==> src/rtl/irrigation_scheduler_pkg.sv <==
// ---------------------------------------------------------------------------
// irrigation_pkg
// Shared types and constants for the irrigation phase sequencer:
//   state_t        : scheduler state encoding (codes 6/7 unused)
//   DEF_T_*        : default phase durations in ticks
//   phase_duration : counter load value for a given state
// ---------------------------------------------------------------------------
package irrigation_pkg;

   typedef enum logic [2:0] {
      ST_IDLE     = 3'd0,
      ST_SPRINKLE = 3'd1,
      ST_DRIP     = 3'd2,
      ST_DRIP_EXT = 3'd3,
      ST_CLEAN    = 3'd4,
      ST_FILL     = 3'd5
   } state_t;

   localparam int unsigned DEF_CNT_W      = 8;
   localparam int unsigned DEF_T_SPRINKLE = 30;
   localparam int unsigned DEF_T_DRIP     = 60;
   localparam int unsigned DEF_T_EXT      = 15;
   localparam int unsigned DEF_T_CLEAN    = 10;
   localparam int unsigned DEF_T_FILL_MAX = 120;

   // Duration loaded on entry to a state; IDLE (and anything else) loads 0.
   function automatic int unsigned phase_duration(
      input state_t      s,
      input int unsigned t_sprinkle,
      input int unsigned t_drip,
      input int unsigned t_ext,
      input int unsigned t_clean,
      input int unsigned t_fill_max
   );
      case (s)
         ST_SPRINKLE: phase_duration = t_sprinkle;
         ST_DRIP:     phase_duration = t_drip;
         ST_DRIP_EXT: phase_duration = t_ext;
         ST_CLEAN:    phase_duration = t_clean;
         ST_FILL:     phase_duration = t_fill_max;
         default:     phase_duration = 0;
      endcase
   endfunction

endpackage

==> src/rtl/irrigation_scheduler_if.sv <==
// ---------------------------------------------------------------------------
// irrigation_scheduler_if
// Sensor/button inputs and actuator/status outputs of the scheduler.
//   master : front end side (drives tick/start/abort/sensors, reads status)
//   slave  : scheduler side (reads inputs, drives valves/pump/status)
// ---------------------------------------------------------------------------
interface irrigation_scheduler_if #(
   parameter int unsigned CNT_W = 8
);
   logic             tick;
   logic             start;
   logic             abort;
   logic             hum_low;
   logic             temp_high;
   logic             level_full;
   logic             valve_sprinkle;
   logic             valve_drip;
   logic             valve_clean;
   logic             pump_fill;
   logic [2:0]       state;
   logic [CNT_W-1:0] remaining;
   logic             cycle_done;
   logic             fill_timeout;

   modport master (
      output tick, start, abort, hum_low, temp_high, level_full,
      input  valve_sprinkle, valve_drip, valve_clean, pump_fill,
             state, remaining, cycle_done, fill_timeout
   );

   modport slave (
      input  tick, start, abort, hum_low, temp_high, level_full,
      output valve_sprinkle, valve_drip, valve_clean, pump_fill,
             state, remaining, cycle_done, fill_timeout
   );
endinterface

==> src/rtl/irrigation_scheduler_phase_counter.sv <==
// ---------------------------------------------------------------------------
// phase_counter
// Down-counter timing one scheduler phase.
//   clk, reset_n : clock, synchronous active-low reset
//   i_load       : load i_load_val (takes precedence over tick)
//   i_load_val   : phase duration in ticks
//   i_tick       : time-base enable; decrements while nonzero
//   i_clear      : force the count to 0
//   o_remaining  : ticks left in the phase
//   o_expire     : last tick of the phase (tick while remaining == 1)
// ---------------------------------------------------------------------------
module phase_counter #(
   parameter int unsigned CNT_W = 8
) (
   input  logic             clk,
   input  logic             reset_n,
   input  logic             i_load,
   input  logic [CNT_W-1:0] i_load_val,
   input  logic             i_tick,
   input  logic             i_clear,
   output logic [CNT_W-1:0] o_remaining,
   output logic             o_expire
);

   logic [CNT_W-1:0] r_remaining;

   always_ff @(posedge clk) begin
      if (!reset_n || i_clear) begin
         r_remaining <= '0;
      end else if (i_load) begin
         r_remaining <= i_load_val;
      end else if (i_tick && (r_remaining != '0)) begin
         r_remaining <= r_remaining - CNT_W'(1);
      end
   end

   assign o_remaining = r_remaining;
   assign o_expire    = i_tick && (r_remaining == CNT_W'(1));

endmodule

==> src/rtl/irrigation_scheduler.sv <==
// ---------------------------------------------------------------------------
// irrigation_scheduler
// Phase sequencer: IDLE -> SPRINKLE|DRIP[->DRIP_EXT] -> CLEAN -> FILL -> IDLE.
//   clk, reset_n : clock, synchronous active-low reset
//   bus (slave)  : tick/start/abort/hum_low/temp_high/level_full in;
//                  valve_sprinkle/valve_drip/valve_clean/pump_fill,
//                  state, remaining, cycle_done, fill_timeout out
// All outputs come straight from registers.
// ---------------------------------------------------------------------------
module irrigation_scheduler
   import irrigation_pkg::*;
#(
   parameter int unsigned CNT_W      = DEF_CNT_W,
   parameter int unsigned T_SPRINKLE = DEF_T_SPRINKLE,
   parameter int unsigned T_DRIP     = DEF_T_DRIP,
   parameter int unsigned T_EXT      = DEF_T_EXT,
   parameter int unsigned T_CLEAN    = DEF_T_CLEAN,
   parameter int unsigned T_FILL_MAX = DEF_T_FILL_MAX
) (
   input logic                  clk,
   input logic                  reset_n,
   irrigation_scheduler_if.slave bus
);

   state_t           r_state;
   logic             r_valve_sprinkle;
   logic             r_valve_drip;
   logic             r_valve_clean;
   logic             r_pump_fill;
   logic             r_cycle_done;
   logic             r_fill_timeout;

   state_t           w_next;
   logic             w_load;
   logic             w_clear;
   logic             w_done;
   logic             w_fto_set;
   logic             w_fto_clr;
   logic             w_expire;
   logic [CNT_W-1:0] w_remaining;
   logic [CNT_W-1:0] w_load_val;

   // Next-state decision; priority abort > level_full > expiry > start.
   always_comb begin
      w_next    = r_state;
      w_load    = 1'b0;
      w_clear   = 1'b0;
      w_done    = 1'b0;
      w_fto_set = 1'b0;
      w_fto_clr = 1'b0;
      case (r_state)
         ST_IDLE: begin
            if (bus.start && bus.hum_low) begin
               w_next    = bus.temp_high ? ST_SPRINKLE : ST_DRIP;
               w_load    = 1'b1;
               w_fto_clr = 1'b1;
            end
         end
         ST_SPRINKLE: begin
            if (bus.abort) begin
               w_next  = ST_IDLE;
               w_clear = 1'b1;
            end else if (w_expire) begin
               w_next = ST_CLEAN;
               w_load = 1'b1;
            end
         end
         ST_DRIP: begin
            if (bus.abort) begin
               w_next  = ST_IDLE;
               w_clear = 1'b1;
            end else if (w_expire) begin
               // Soil still dry and not hot: extend drip instead of flushing.
               w_next = (bus.hum_low && !bus.temp_high) ? ST_DRIP_EXT : ST_CLEAN;
               w_load = 1'b1;
            end
         end
         ST_DRIP_EXT: begin
            if (bus.abort) begin
               w_next  = ST_IDLE;
               w_clear = 1'b1;
            end else if (w_expire) begin
               w_next = ST_CLEAN;
               w_load = 1'b1;
            end
         end
         ST_CLEAN: begin
            if (bus.abort) begin
               w_next  = ST_IDLE;
               w_clear = 1'b1;
            end else if (w_expire) begin
               w_next = ST_FILL;
               w_load = 1'b1;
            end
         end
         ST_FILL: begin
            if (bus.abort) begin
               w_next  = ST_IDLE;
               w_clear = 1'b1;
            end else if (bus.level_full) begin
               w_next  = ST_IDLE;
               w_clear = 1'b1;
               w_done  = 1'b1;
            end else if (w_expire) begin
               w_next    = ST_IDLE;
               w_clear   = 1'b1;
               w_done    = 1'b1;
               w_fto_set = 1'b1;
            end
         end
         default: begin
            w_next  = ST_IDLE;
            w_clear = 1'b1;
         end
      endcase
      w_load_val = CNT_W'(phase_duration(w_next, T_SPRINKLE, T_DRIP, T_EXT,
                                         T_CLEAN, T_FILL_MAX));
   end

   // Actuators are registered from the next state, so they always match
   // the decode of r_state without any input-to-output path.
   always_ff @(posedge clk) begin
      if (!reset_n) begin
         r_state          <= ST_IDLE;
         r_valve_sprinkle <= 1'b0;
         r_valve_drip     <= 1'b0;
         r_valve_clean    <= 1'b0;
         r_pump_fill      <= 1'b0;
         r_cycle_done     <= 1'b0;
         r_fill_timeout   <= 1'b0;
      end else begin
         r_state          <= w_next;
         r_valve_sprinkle <= (w_next == ST_SPRINKLE);
         r_valve_drip     <= (w_next == ST_DRIP) || (w_next == ST_DRIP_EXT);
         r_valve_clean    <= (w_next == ST_CLEAN);
         r_pump_fill      <= (w_next == ST_FILL);
         r_cycle_done     <= w_done;
         if (w_fto_clr) begin
            r_fill_timeout <= 1'b0;
         end else if (w_fto_set) begin
            r_fill_timeout <= 1'b1;
         end
      end
   end

   phase_counter #(
      .CNT_W (CNT_W)
   ) u_phase_counter (
      .clk         (clk),
      .reset_n     (reset_n),
      .i_load      (w_load),
      .i_load_val  (w_load_val),
      .i_tick      (bus.tick),
      .i_clear     (w_clear),
      .o_remaining (w_remaining),
      .o_expire    (w_expire)
   );

   assign bus.state          = r_state;
   assign bus.remaining      = w_remaining;
   assign bus.valve_sprinkle = r_valve_sprinkle;
   assign bus.valve_drip     = r_valve_drip;
   assign bus.valve_clean    = r_valve_clean;
   assign bus.pump_fill      = r_pump_fill;
   assign bus.cycle_done     = r_cycle_done;
   assign bus.fill_timeout   = r_fill_timeout;

endmodule

==> src/flat_wrapper.sv <==
// flat-port wrapper written by rule: the top's interface ports become plain ports
module irrigation_scheduler_flat import irrigation_pkg::*;
#(
   parameter int unsigned CNT_W      = DEF_CNT_W,
   parameter int unsigned T_SPRINKLE = DEF_T_SPRINKLE,
   parameter int unsigned T_DRIP     = DEF_T_DRIP,
   parameter int unsigned T_EXT      = DEF_T_EXT,
   parameter int unsigned T_CLEAN    = DEF_T_CLEAN,
   parameter int unsigned T_FILL_MAX = DEF_T_FILL_MAX
)
  (clk, reset_n, bus_tick, bus_start, bus_abort, bus_hum_low, bus_temp_high, bus_level_full, bus_valve_sprinkle, bus_valve_drip, bus_valve_clean, bus_pump_fill, bus_state, bus_remaining, bus_cycle_done, bus_fill_timeout);
  irrigation_scheduler_if #(.CNT_W(CNT_W)) bus_i ();
  input logic clk;
  input logic reset_n;
  input wire logic [$bits(bus_i.tick)-1:0] bus_tick;
  input wire logic [$bits(bus_i.start)-1:0] bus_start;
  input wire logic [$bits(bus_i.abort)-1:0] bus_abort;
  input wire logic [$bits(bus_i.hum_low)-1:0] bus_hum_low;
  input wire logic [$bits(bus_i.temp_high)-1:0] bus_temp_high;
  input wire logic [$bits(bus_i.level_full)-1:0] bus_level_full;
  output wire logic [$bits(bus_i.valve_sprinkle)-1:0] bus_valve_sprinkle;
  output wire logic [$bits(bus_i.valve_drip)-1:0] bus_valve_drip;
  output wire logic [$bits(bus_i.valve_clean)-1:0] bus_valve_clean;
  output wire logic [$bits(bus_i.pump_fill)-1:0] bus_pump_fill;
  output wire logic [$bits(bus_i.state)-1:0] bus_state;
  output wire logic [$bits(bus_i.remaining)-1:0] bus_remaining;
  output wire logic [$bits(bus_i.cycle_done)-1:0] bus_cycle_done;
  output wire logic [$bits(bus_i.fill_timeout)-1:0] bus_fill_timeout;
  assign bus_i.tick = bus_tick;
  assign bus_i.start = bus_start;
  assign bus_i.abort = bus_abort;
  assign bus_i.hum_low = bus_hum_low;
  assign bus_i.temp_high = bus_temp_high;
  assign bus_i.level_full = bus_level_full;
  assign bus_valve_sprinkle = bus_i.valve_sprinkle;
  assign bus_valve_drip = bus_i.valve_drip;
  assign bus_valve_clean = bus_i.valve_clean;
  assign bus_pump_fill = bus_i.pump_fill;
  assign bus_state = bus_i.state;
  assign bus_remaining = bus_i.remaining;
  assign bus_cycle_done = bus_i.cycle_done;
  assign bus_fill_timeout = bus_i.fill_timeout;
  irrigation_scheduler #(.CNT_W(CNT_W), .T_SPRINKLE(T_SPRINKLE), .T_DRIP(T_DRIP), .T_EXT(T_EXT), .T_CLEAN(T_CLEAN), .T_FILL_MAX(T_FILL_MAX)) u_core (.clk(clk), .reset_n(reset_n), .bus(bus_i));
endmodule
==> config.mk <==
export PLATFORM = sky130hd
export DESIGN_NAME = irrigation_scheduler_flat
export DESIGN_NICKNAME = d
export VERILOG_FILES = /design/src/rtl/irrigation_scheduler_pkg.sv /design/src/rtl/irrigation_scheduler_if.sv /design/src/rtl/irrigation_scheduler_phase_counter.sv /design/src/rtl/irrigation_scheduler.sv /design/src/flat_wrapper.sv
export SDC_FILE = /design/constraint.sdc
export NUM_CORES = 1
export LEC_CHECK = 0
export CAP_MARGIN = 20
export CORE_MARGIN = 1.5
export CORE_UTILIZATION = 35
export DETAILED_ROUTE_END_ITERATION = 6
export SYNTH_ARGS = -nofsm -noshare
export SYNTH_HDL_FRONTEND = slang
export SYNTH_SLANG_ARGS = --single-unit
==> constraint.sdc <==
create_clock -name clk -period 4.1 [get_ports clk]
set_input_delay 0.41 -clock clk [delete_from_list [all_inputs] [get_ports clk]]
set_output_delay 0.41 -clock clk [all_outputs]
set_load 0.02 [all_outputs]
==> results of run 1 <==
==> power by group through the flow <==
stage | logic, mW | registers (mW) | clock network (mW)
2_1_floorplan | 0.120 | 0.219 | 0
3_3_place_gp | 0.192 | 0.207 | 0
3_5_place_dp | 0.193 | 0.207 | 0
4_1_cts | 0.194 | 0.203 | 0.0924
5_1_grt | 0.211 | 0.207 | 0.105
6_report | 0.193 | 0.204 | 0.0918
==> path summary, 6_finish.rpt <==
kind	start	to	slack, ns	cells after the start
worst max-delay path	u_core.u_phase_counter.o_remaining[1]	u_core.u_phase_counter.o_remaining[2]	1.98	8
worst min-delay path	u_core.bus.fill_timeout	u_core.bus.fill_timeout	0.52	1
worst max register to register	u_core.u_phase_counter.o_remaining[1]	u_core.u_phase_counter.o_remaining[2]	1.98	8
worst min register to register	u_core.bus.fill_timeout	u_core.bus.fill_timeout	0.52	1
==> final cells by class <==
type                    count  area share (%)
clock buffers               3            1.58
clock inverters             1           0.351
inverters                   4            1.05
multi-input cells         102            52.4
flip-flops and latches     17            23.9
well taps                  44            3.86
repair buffers             24            16.9
==> worst max-delay path, stage by stage, from the launching register on <==
cell and delay [ns]:
dfxtp_1 0.42, inv_1 0.12, ha_1 0.20, and4bb_2 0.29, a21o_2 0.22, a21oi_1 0.25, a21o_2 0.19, nand2_2 0.08
a311oi_2 0.27
==> registers in the layout (all words and copies together) (netlist names) <==
signal	cells
u_core.bus.valve_sprinkle	1
u_core.bus.pump_fill	1
u_core.bus.cycle_done	1
u_core.bus.state	3
u_core.u_phase_counter.o_remaining	8
u_core.bus.valve_clean	1
u_core.bus.valve_drip	1
u_core.bus.fill_timeout	1
==> through the flow <==
step	instances	hold WS [ns]	utilization (%)	power, mW
finish	195	0.525	46.7	0.488
global route	195	0.554	46.7	0.523
floorplan	127	0.524	-	0.338
global placement	191	0.490	45.8	0.399
CTS	195	0.532	46.7	0.490
detailed placement	191	0.496	45.8	0.400
==> logic make-up (layout without fill, tap and decap cells) <==
family          count (synthesis)  after routing  synth area share, %
simple gates                   59             59                 34.0
compound gates                 37             37                 26.9
flops                          17             17                 30.3
buf+inv                         8             32                 3.12
fa+ha+maj                       3              3                 3.34
xor+xnor                        3              3                 2.34
==> Yosys cell counts (all sizes together) (2+ instances only) <==
library cell and n:
o211a 2, a21oi 11, xnor2 2, nor4 3, nand4 2, ha 3, o31ai 2, a211oi 4
inv 4, o21ai 5, nand4b 2, nand2 8, a21o 3, o21a 3, and2 2, nor3 5
a311oi 2, buf 4, dfxtp 17, nor2 15, nor2b 7, or3 3, nand3 6
==> layer usage <==
layer	routed length, um	GRT usage, %	vias up
li1	-	-	517
met1	1240	21.1	474
met2	1200	26.2	34
met3	120	2.18	6
met4	48	5.40	0
met5	0	0	-
==> flow_summary.json, run 1 <==
{
  "status": "complete, no violations",
  "crit_type": "reg2reg",
  "hold_buffers": 0,
  "wl_mm": 2.62,
  "place_hpwl_mm": 2.02,
  "nFillCells": 331,
  "drt_iter0_markers": 62,
  "required_ns": 4.30,
  "regArea_um2": 340,
  "layout_setup_ws_ns": 1.98,
  "synth_top_area_cell": "dfxtp_1",
  "period_share_pct": 51.8,
  "die_area_um2": 3560,
  "vdd_drop_max_v": 0.000149,
  "fin_skew_ns": 0.00387,
  "grt_antenna_before_repair": 0,
  "initial_core_util_pct": 36.8,
  "sw_frac_of_total_pct": 37.5,
  "coreArea_um2": 3050,
  "syn2layout_area_growth_pct": 27.0,
  "grt_pass1_wl_mm": 4.28,
  "postRouteAntennaNets": 0,
  "ios": 25,
  "cts_made_buffers": 3,
  "ys_ff_latch": 17,
  "seq_power_share_pct": 41.7,
  "max_freq_mhz": 471,
  "drive_gt1_share_pct": 16.6,
  "drv_cap": 0,
  "syn_avg_cell_area_um2": 8.84,
  "net-switching-power_mw": 0.183,
  "p_leak_nw": 0.514,
  "final-max-slew-violation-count": 0,
  "gp_congestion": 0.874,
  "layout.cells.most_common_list": "24 x clkdlybuf4s50_1, 17 x dfxtp_1, 13 x nor2_1, 11 x a21oi_1, 7 x nor2b_1",
  "synth_cells": 127,
  "die_w_um": 59.6,
  "min_path_type": "reg2reg",
  "cts_tree": "yes",
  "design_area_um2": 1430,
  "post_cts_buffers": 0,
  "clkSinkCount": 17,
  "clockBufferDepth": 2,
  "postPlaceCellArea_um2": 1400,
  "multiInputGateArea_um2": 747,
  "fp-row-count": 20,
  "seq_area_frac_synth_pct": 30.3,
  "synth-warning-count": 0,
  "cts_root_buf": "clkbuf_4",
  "insertedDiodeCount": 0,
  "routedWlPerCell_um": 13.4,
  "layout_commonest_cell": "clkdlybuf4s50_1",
  "vias_per_cell": 5.29,
  "setup_viol": 0,
  "rsz0062_at_grt": "false",
  "grt_usage_pct": 15.9,
  "netlist_area_um2": 1120,
  "tightest_slew_ns": 0.542,
  "tns_ns": 0,
  "power.share.clock_pct": 18.8,
  "crit_arrival_ns": 2.33,
  "io_buffers": 24,
  "synth_top_area_share_pct": 30.3,
  "relSlewSlack_pct": 63.8,
  "die_height_um": 59.6,
  "nets": 163,
  "post-place-ws_ns": 1.70,
  "vias": 1031,
  "crit_fanout": 5,
  "hold_viol": 0,
  "cp-start-kind": "flop",
  "grt_max_degree": 15,
  "p_comb_share_pct": 39.5,
  "syn-num-nets": 138,
  "first_global_vias": 961,
  "ys_types": 50,
  "fin_crit_ns": 2.12,
  "power_density_nw_per_um2": 343,
  "synth-edff-count": 0,
  "path_clk_slew_ns": 0.11,
  "clock_latency_ns": 0.29,
  "synthFlopType": "dfxtp_1",
  "p_int_mw": 0.305,
  "globalRoute.totalOverflow": 0,
  "drtPass1Iterations": 4,
  "cts_resized": 0,
  "htree_levels": 1,
  "end_kind": "flop",
  "synthArstFlopShare_pct": 0,
  "synthTopCellsByArea": "dfxtp_1 30%, a21oi_1 4.9%, nor2_1 4.3%, nor2b_1 3.9%, nor4_4 3.8%",
  "drc": 0
}
(Power assumes the default switching activity.)
==> run 2, diff against run 1 <==
Clock period 4.1 ns to 1.9 ns, I/O delays scaled along.
==> run 2 against run 1 <==
  * Critical path depth is the same
  * Register-to-register slack worse by 1.9 ns
  * Cell area up 17%
  * Count of clock-buffer cells in the layout grew 1
  * Clock skew is 0.0049 ns higher
  * Largest cell class unchanged
==> flow_summary.json, run 2 (synthesized netlist as in run 1, its figures left out) <==
{
  "status": "complete, no violations",
  "syn2layout_area_growth_pct": 49.1,
  "insertedDiodeCount": 0,
  "crit_arrival_ns": 2.05,
  "drtPass1Iterations": 4,
  "crit_fanout": 5,
  "routedWlPerCell_um": 13.2,
  "tightest_slew_ns": 0.409,
  "path_delay_family": "simple AND/OR/NAND/NOR gates",
  "vias_per_cell": 5.27,
  "drive_gt1_share_pct": 33.9,
  "required_ns": 2.12,
  "min_from": "u_core.bus.fill_timeout",
  "postRouteAntennaNets": 0,
  "grt_max_degree": 13,
  "crit_type": "reg2reg",
  "globalRoute.totalOverflow": 0,
  "setup_viol": 0,
  "fp-row-count": 20,
  "min_path_type": "reg2reg",
  "vias": 1180,
  "vdd_drop_max_v": 0.000293,
  "gp_congestion": 0.922,
  "postPlaceCellArea_um2": 1600,
  "first_global_vias": 1074,
  "final_util_pct": 54.8,
  "final-max-slew-violation-count": 0,
  "die_w_um": 59.6,
  "p_leak_nw": 0.666,
  "max_freq_mhz": 548,
  "path_clk_slew_ns": 0.10,
  "period_share_pct": 96.0,
  "hold_ws_ns": 0.512,
  "cts_tree": "yes",
  "power_density_nw_per_um2": 684,
  "htree_levels": 1,
  "drt_iter0_markers": 55,
  "drc": 0,
  "path_cells": "inv_2 -> ha_1 -> or4b_4 -> o21a_4 -> buf_4 -> xnor2_1 -> nand2_1 -> a21oi_1",
  "clkSinkCount": 17,
  "grt_usage_pct": 18.1,
  "initial_core_util_pct": 36.8,
  "crit_slowest_cell": "or4b_4",
  "cts_root_buf": "clkbuf_4",
  "startpoint": "u_core.u_phase_counter.o_remaining[0]",
  "relSlewSlack_pct": 72.7,
  "drv_cap": 0,
  "clockBufferDepth": 2,
  "ios": 25,
  "hold_buffers": 0,
  "end_kind": "flop",
  "place_hpwl_mm": 2.30,
  "nets": 192,
  "cp-start-kind": "flop",
  "layout_commonest_cell": "buf_4",
  "largest_reg_flops": 8,
  "fin_skew_ns": 0.00877,
  "path_buf_inv": 2,
  "grt_antenna_before_repair": 0,
  "design_area_um2": 1670,
  "hold_viol": 0,
  "cts_made_buffers": 3,
  "grt_pass1_wl_mm": 4.81,
  "die_area_um2": 3560,
  "layout.cells.most_common_list": "29 x buf_4, 24 x clkdlybuf4s50_1, 14 x dfxtp_1, 13 x nor2_1, 9 x a21oi_1",
  "die_height_um": 59.6,
  "cp_slowest_stage_delay_ns": 0.49,
  "io_buffers": 24,
  "coreArea_um2": 3050,
  "wl_mm": 2.96,
  "fin_crit_ns": 1.82,
  "r2r_start": "u_core.u_phase_counter.o_remaining[0]",
  "clock_latency_ns": 0.30
}
==> run 2: changes by cell type in the layout (fill, tap and decap cells not counted), sizes merged <==
| cell | before | now |
|---|---|---|
| buf | 0 | 29 |
| clkbuf | 3 | 4 |
| clkinv | 1 | 0 |
==> run 2: cell type report <==
type	instances	area, um^2
clock buffers	4	26.3
inverters	4	15.0
well taps	44	55.1
fillers	303	1380
flip-flops and latches	17	347
multi-input cells	102	772
repair buffers	53	458
==> run 2: stage by stage <==
| stage | power (mW) | setup TNS (ns) | setup WS [ns] | instances |
|---|---|---|---|---|
| 3_3_place_gp | 0.907 | -0.0376 | -0.0236 | 217 |
| 6_report | 1.14 | 0 | 0.0753 | 224 |
| 5_1_grt | 1.22 | -0.00513 | -0.00513 | 224 |
| 3_5_place_dp | 0.915 | -0.0989 | -0.0675 | 217 |
| 4_1_cts | 1.12 | 0 | 0.00305 | 221 |
| 2_1_floorplan | 0.732 | 0 | 0.0208 | 127 |
==> run 2: layer usage <==
| layer | GRT usage, % | wire length (um) |
|---|---|---|
| met3 | 3.28 | 138 |
| met4 | 7.62 | 48 |
| met1 | 21.9 | 1340 |
| met2 | 31.2 | 1440 |
| met5 | 0 | 0 |
==> run 2: power breakdown <==
group	leakage, nW	internal (mW)	total [mW]	switching, mW
Combinational	0.510	0.257	0.509	0.252
Clock	0.0150	0.0819	0.197	0.115
Sequential	0.140	0.389	0.439	0.0498
Total	0.666	0.727	1.14	0.417
==> run 2: timing repair <==
action                     CTS  global route
buffers inserted             0             3
setup endpoints to repair    1             9
pin swaps                    0             9
resized for setup            2             9
==> run 2: worst paths after layout <==
| kind | endpoint | slack [ns] | depth (start not counted) |
|---|---|---|---|
| setup / recovery | u_core.u_phase_counter.o_remaining[0] | 0.08 | 8 |
| hold / removal | u_core.bus.fill_timeout | 0.51 | 1 |
| setup reg to reg | u_core.u_phase_counter.o_remaining[0] | 0.08 | 8 |
| hold reg to reg | u_core.bus.fill_timeout | 0.51 | 1 |
